==> src/rtl/cnn_pkg.sv <==
// Shared CNN datapath constants, pooling FSM states and lane vector types.
package cnn_pkg;

    localparam int unsigned LANES      = 32;
    localparam int unsigned DATA_WIDTH = 8;
    localparam int unsigned ADDR_W     = 5;

    typedef enum logic [1:0] {IDLE, ISSUE, DRAIN, DONE} pool_state_e;

    typedef logic signed [DATA_WIDTH-1:0] elem_t;
    typedef logic [LANES-1:0][DATA_WIDTH-1:0] lane_vec_t;

    function automatic elem_t smax(input elem_t a, input elem_t b);
        return (a > b) ? a : b;
    endfunction

endpackage

==> src/rtl/pool_out_fifo.sv <==
// Synchronous FIFO for pooled lane vectors; count feeds the reader's credit check.
module pool_out_fifo #(
    parameter int unsigned DW    = 256,
    parameter int unsigned DEPTH = 3
) (
    input  logic                         clk,
    input  logic                         rst,
    input  logic                         push,
    input  logic [DW-1:0]                wdata,
    input  logic                         pop,
    output logic [DW-1:0]                rdata,
    output logic [$clog2(DEPTH+1)-1:0]   count
);

    localparam int unsigned CW = $clog2(DEPTH + 1);
    localparam int unsigned PW = (DEPTH > 1) ? $clog2(DEPTH) : 1;

    logic [DW-1:0] mem [DEPTH];
    logic [PW-1:0] wr_ptr;
    logic [PW-1:0] rd_ptr;

    assign rdata = mem[rd_ptr];

    always_ff @(posedge clk) begin
        if (rst) begin
            wr_ptr <= '0;
            rd_ptr <= '0;
            count  <= '0;
        end else begin
            if (push) begin
                mem[wr_ptr] <= wdata;
                wr_ptr      <= (wr_ptr == PW'(DEPTH - 1)) ? '0 : wr_ptr + PW'(1);
            end
            if (pop) begin
                rd_ptr <= (rd_ptr == PW'(DEPTH - 1)) ? '0 : rd_ptr + PW'(1);
            end
            count <= count + CW'(push) - CW'(pop);
        end
    end

endmodule

==> src/rtl/maxpool_reader.sv <==
// 2x2/stride-2 max-pool sweep over per-lane register files, streamed out over valid/ready.
// Optional fused ReLU on the pooled value when POOL_RELU_EN is defined.
module maxpool_reader
    import cnn_pkg::*;
#(
    parameter int unsigned WIDTH  = LANES,
    parameter int unsigned RD_LAT = 1
) (
    input  logic                              clk,
    input  logic                              rst,
    input  logic                              start,
    input  logic [5:0]                        tile_w,
    input  logic [5:0]                        tile_h,
    output logic                              busy,
    output logic                              done,
    output logic                              cfg_err,
    output logic [WIDTH-1:0][ADDR_W-1:0]      add_1,
    output logic [WIDTH-1:0][ADDR_W-1:0]      add_2,
    output logic [WIDTH-1:0][ADDR_W-1:0]      add_3,
    output logic [WIDTH-1:0][ADDR_W-1:0]      add_4,
    input  logic [WIDTH-1:0][DATA_WIDTH-1:0]  rd_data1,
    input  logic [WIDTH-1:0][DATA_WIDTH-1:0]  rd_data2,
    input  logic [WIDTH-1:0][DATA_WIDTH-1:0]  rd_data3,
    input  logic [WIDTH-1:0][DATA_WIDTH-1:0]  rd_data4,
    output logic                              out_valid,
    input  logic                              out_ready,
    output logic [WIDTH-1:0][DATA_WIDTH-1:0]  out_data
);

    localparam int unsigned FIFO_DEPTH = RD_LAT + 2;
    localparam int unsigned CNT_W      = $clog2(FIFO_DEPTH + 1);

    pool_state_e state;
    logic [5:0]  tw_q, w_q, h_q, r_q, c_q;
    logic        more_q;
    logic [RD_LAT:0] vld_q;
    logic        mx_vld_q;
    logic [WIDTH-1:0][DATA_WIDTH-1:0] mx_q, mx_next, fifo_rdata;
    logic [CNT_W-1:0] inflight_q, fifo_count;

    logic [5:0]  cur_tw, cur_w, cur_h, cur_r, cur_c;
    logic [11:0] prod, base_full, area;
    logic [ADDR_W-1:0] a1, a2, a3, a4;
    logic        last_col, last_win, geom_bad, start_ok, credit_ok, issue, pop;
    elem_t       lane_max;

    // In IDLE the first window is issued straight from the start inputs.
    always_comb begin
        cur_tw    = (state == IDLE) ? tile_w : tw_q;
        cur_w     = (state == IDLE) ? (tile_w & 6'h3e) : w_q;
        cur_h     = (state == IDLE) ? (tile_h & 6'h3e) : h_q;
        cur_r     = (state == IDLE) ? 6'd0 : r_q;
        cur_c     = (state == IDLE) ? 6'd0 : c_q;
        prod      = cur_r * cur_tw;
        base_full = prod + {6'd0, cur_c};
        a1        = ADDR_W'(base_full);
        a2        = a1 + ADDR_W'(1);
        a3        = ADDR_W'(base_full + {6'd0, cur_tw});
        a4        = a3 + ADDR_W'(1);
        last_col  = (cur_c == cur_w - 6'd2);
        last_win  = last_col && (cur_r == cur_h - 6'd2);
        area      = {6'd0, tile_w} * {6'd0, tile_h};
        geom_bad  = (tile_w < 6'd2) || (tile_h < 6'd2) || (area > 12'(1 << ADDR_W));
        pop       = out_valid && out_ready;
        // A slot popped this cycle may be reused by the window issued this cycle.
        credit_ok = (int'(inflight_q) + int'(fifo_count)) < (int'(FIFO_DEPTH) + int'(pop));
        start_ok  = (state == IDLE) && start && !geom_bad;
        issue     = start_ok || ((state == ISSUE) && more_q && credit_ok);
    end

    always_comb begin
        mx_next  = '0;
        lane_max = '0;
        for (int l = 0; l < int'(WIDTH); l++) begin
            lane_max = smax(smax(elem_t'(rd_data1[l]), elem_t'(rd_data2[l])),
                            smax(elem_t'(rd_data3[l]), elem_t'(rd_data4[l])));
`ifdef POOL_RELU_EN
            if (lane_max < 0) lane_max = '0;
`endif
            mx_next[l] = lane_max;
        end
    end

    always_ff @(posedge clk) begin
        if (rst) begin
            state      <= IDLE;
            busy       <= 1'b0;
            done       <= 1'b0;
            cfg_err    <= 1'b0;
            add_1      <= '0;
            add_2      <= '0;
            add_3      <= '0;
            add_4      <= '0;
            tw_q       <= '0;
            w_q        <= '0;
            h_q        <= '0;
            r_q        <= '0;
            c_q        <= '0;
            more_q     <= 1'b0;
            vld_q      <= '0;
            mx_vld_q   <= 1'b0;
            mx_q       <= '0;
            inflight_q <= '0;
        end else begin
            cfg_err <= 1'b0;
            done    <= 1'b0;

            if (issue) begin
                add_1  <= {WIDTH{a1}};
                add_2  <= {WIDTH{a2}};
                add_3  <= {WIDTH{a3}};
                add_4  <= {WIDTH{a4}};
                more_q <= !last_win;
                c_q    <= last_col ? 6'd0 : cur_c + 6'd2;
                r_q    <= last_col ? cur_r + 6'd2 : cur_r;
            end

            vld_q[0] <= issue;
            for (int k = 1; k <= int'(RD_LAT); k++) vld_q[k] <= vld_q[k-1];
            mx_vld_q <= vld_q[RD_LAT];
            if (vld_q[RD_LAT]) mx_q <= mx_next;
            inflight_q <= inflight_q + CNT_W'(issue) - CNT_W'(mx_vld_q);

            unique case (state)
                IDLE: begin
                    if (start && geom_bad) begin
                        cfg_err <= 1'b1;
                    end else if (start_ok) begin
                        state <= ISSUE;
                        busy  <= 1'b1;
                        tw_q  <= tile_w;
                        w_q   <= tile_w & 6'h3e;
                        h_q   <= tile_h & 6'h3e;
                    end
                end
                ISSUE: begin
                    if (!more_q || (issue && last_win)) state <= DRAIN;
                end
                DRAIN: begin
                    if (inflight_q == '0 && fifo_count == '0) begin
                        state <= DONE;
                        busy  <= 1'b0;
                        done  <= 1'b1;
                    end
                end
                DONE: state <= IDLE;
                default: state <= IDLE;
            endcase
        end
    end

    pool_out_fifo #(
        .DW    (WIDTH * DATA_WIDTH),
        .DEPTH (FIFO_DEPTH)
    ) u_fifo (
        .clk   (clk),
        .rst   (rst),
        .push  (mx_vld_q),
        .wdata (mx_q),
        .pop   (pop),
        .rdata (fifo_rdata),
        .count (fifo_count)
    );

    assign out_valid = (fifo_count != '0);
    assign out_data  = out_valid ? fifo_rdata : '0;

endmodule

==> config.mk <==
export PLATFORM = sky130hd
export DESIGN_NAME = maxpool_reader
export DESIGN_NICKNAME = d
export VERILOG_FILES = /design/src/rtl/cnn_pkg.sv /design/src/rtl/pool_out_fifo.sv /design/src/rtl/maxpool_reader.sv
export SDC_FILE = /design/constraint.sdc
export NUM_CORES = 2
export LEC_CHECK = 0
export CAP_MARGIN = 20
export CORE_AREA = 2 2 763 765
export DETAILED_ROUTE_END_ITERATION = 10
export DIE_AREA = 0 0 765 767
export GPL_TIMING_DRIVEN = 0
export PLACE_DENSITY_LB_ADDON = 0.12
export SYNTH_ARGS = -nofsm -noshare
export SYNTH_HDL_FRONTEND = slang
export SYNTH_SLANG_ARGS = --single-unit
==> constraint.sdc <==
create_clock -name clk -period 39.4 [get_ports clk]
set_input_delay 3.94 -clock clk [delete_from_list [all_inputs] [get_ports clk]]
set_output_delay 3.94 -clock clk [all_outputs]
set_load 0.01 [all_outputs]
==> summary.md <==
- outcome: completed
- standard cell core area: 0.579 mm^2
- minimum period implied by the final worst setup slack: 9.43 ns
- overall routing resource usage: 14.2%
- number of synthesized register bits: 1,086
- post-synthesis instance total: 7,327
- Crit Path Class: input pin to flip-flop
- fraction of layout cells with a size suffix above 1: 15.2%
- gpl congestion: 0.854
- critical path's slowest cell: fa_1
- total power density per cell area: 41.0 mW/mm^2
- most used routing layer in global routing: met2
- Setup Viol. Count Final: 0
- post-route fraction of the period consumed by the critical path: 23.9%
- via/cell ratio: 3.63
- count of flip-flops with a built-in enable after synthesis: 768
- pin count of the biggest net entering global routing: 34
- endpoint arrival time on the critical path: 10.08 ns
- post-CTS clock slew at the launch and capture registers of the worst setup and hold paths: 0.06 ns
- number of design-rule violations left by the first detailed-router iteration: 2,721
- # rows: 280
- maximum clock rate: 106 MHz
- longest individual stage delay on the worst path: 0.55 ns
- combined area of the multi-input logic cells: 0.0359 mm^2
- PortBufs: 1,936
- core utilization of the finished layout: 19.2%
- most frequent standard cell in the layout excluding fill and tap cells: clkdlybuf4s50_1
- via count of the first global-routing pass: 65,000
- post-synthesis async set-or-reset flop share: 0%
- number of antenna violations at the first check in global routing: 236
- Fillers: 63,500
- area delta synth->final: 49.8%
- Unique masters post-synth: 69
- number of placed I/O pins: 1,940
- global-route wire length before repair: 575 mm
- Resize count post-CTS: 0
- antenna-violating nets left: 0
- normalized max-slew margin: 16.9%
- GRT met2 Usage: 25.7%
- cell count after placement: 17,200
- Max IR drop VDD: 0.0289 mV
- number of nets in the layout: 11,500
- number of max-slew violations in the final report: 0
- slew at the pin with the worst max-slew slack: 1.21 ns
- CTS H-tree lvls: 4
- met1 Resource Use GR: 16.6%
- cts-stage hold buffer count: 0
- total overflow reported by the global router: 0
- Final HPWL DP: 377 mm
- required time of the critical path: 40.05 ns
- count of placed standard cells in the final layout, fillers left out: 17,600
- leakage power of the design: 44.0 nW
- crit path max fanout: 10
- routing usage on met3: 3.97%
- total clock buffers created by CTS: 156
- Tightest Hold Check Type: flip-flop to flip-flop
- area taken by flip-flops and latches: 0.0294 mm^2
- source-to-sink clock delay at the later pin of the worst-skew pair: 0.87 ns
- total clock sinks: 1,086
- setup repair after global routing missed its margin: no
- Die Ht: 767 um
- clock tree from TritonCTS: done
- Routed WL: 434 mm
- number of buffers added for setup after CTS: 0
- total of max-cap violations: 0
- DRT Pass-1 Iters: 7
- DRC violation count after routing: 0
- Pwr Total: 4.55 mW
- count of endpoints failing hold in the final timing report: 0
- worst clock skew: 0.0585 ns
- maximum buffer depth of the clock tree: 4
- Worst setup SP type: input pin
- Yosys warning count: 0
- starting density of the core: 12.8%
- total die area: 0.587 mm^2
- commonest cells after routing, fill and taps aside: 1,936 x clkdlybuf4s50_1, 855 x inv_1, 815 x ha_1
- clock root buffer master: clkbuf_16
- Crit. End Element: flip-flop
- horizontal extent of the die: 765 um
- per-instance average area after synthesis: 10.1 um^2
- Netlist Area Pre-Place: 0.0741 mm^2
- Synth Net Count: 9,206
- post-synthesis sequential area ratio: 39.7%
- via total after detailed routing: 63,800
- detailed-route wire length per cell: 24.7 um
- Post-synth top flop: edfxtp_1
## kinds of logic after synthesis
kind of cell             count (synthesis)  share of synthesized area (%)
multiplexers                           804                           11.1
adder cells (fa/ha/maj)                839                           14.4
flip-flops                            1086                           39.7
AND/OR/NAND/NOR                       1512                           10.8
XOR/XNOR                                35                          0.414
AO/OA/AOI/OAI                         1331                           11.7
buffers and inverters                 1720                           11.9
## final timing paths
check        startpoint             to  slack [ns]  depth (start not counted)
max           tile_w[1]  inflight_q[1]       29.97                         25
min            vld_q[0]       vld_q[1]        0.45                          1
max reg2reg    state[0]     add_4[159]       33.31                         19
min reg2reg    vld_q[0]       vld_q[1]        0.45                          1
## registers in the layout (all words and copies together) (netlist names), 5 cells and up, named ones only
register and flops:
mx_q 256, add_3 5, r_q 6, add_2 5, add_1 5, u_fifo.mem 768, c_q 6, tw_q 6
h_q 5, add_4 5
## cell usage after synthesis, drive strengths merged, types with 98 or more instances
| cell type | instances | area [um^2] |
|---|---|---|
| nand4 | 98 | 613 |
| mux2i | 673 | 6740 |
| nor2b | 108 | 676 |
| clkbuf | 184 | 692 |
| dfxtp | 318 | 6370 |
| nand3 | 104 | 526 |
| mux2 | 131 | 1480 |
| o221ai | 211 | 1850 |
| inv | 858 | 3220 |
| o21ai | 305 | 1530 |
| or3b | 193 | 1690 |
| ha | 815 | 10200 |
| nor2 | 613 | 2300 |
| buf | 678 | 4890 |
| edfxtp | 768 | 23100 |
| a21oi | 476 | 2380 |
| nand2 | 127 | 477 |
## metrics by stage
stage	hold slack (ns)	setup TNS (ns)	worst slack, ns	area (um^2)
floorplan	0.414	0	15.01	74100
global placement	0.441	-8964.23	-12.91	103000
detailed placement	0.448	0	29.09	106000
CTS	0.446	0	29.78	111000
global route	0.470	0	29.59	111000
finish	0.447	0	29.97	111000
## layout make-up
class	count	area share, %
diodes	72	0.162
plain buffers	862	5.05
clock buffers	205	3.81
clock inverters	77	0.727
inverters	858	2.90
multi-input cells	4521	32.3
flip-flops and latches	1086	26.5
well taps	7755	8.74
repair buffers	2129	19.8
## critical path: cells and delay by family
kind / cells / cell delay, ns
adders and majority gates: 6 / 2.25
buffers and inverters: 9 / 2.12
and+or+nand+nor: 6 / 1.02
AOI/OAI and AO/OA: 2 / 0.43
xor gates and xnor gates: 2 / 0.32
## routing by layer
| layer | share of wire (%) | wire, um | up-vias |
|---|---|---|---|
| li1 | - | - | 30500 |
| met1 | 41 | 176000 | 30800 |
| met2 | 50 | 216000 | 1850 |
| met4 | 2.4 | 10500 | 72 |
| met3 | 7.2 | 31200 | 589 |
| met5 | 0.11 | 492 | - |
## power breakdown
group / switching, mW / total (mW) / internal [mW] / leakage, nW
clock network: 0.578 / 1.41 / 0.833 / 2.45
registers: 0.0132 / 1.23 / 1.22 / 9.09
logic: 1.09 / 1.91 / 0.817 / 32.5
No activity file was read; power rests on OpenSTA's default activity.
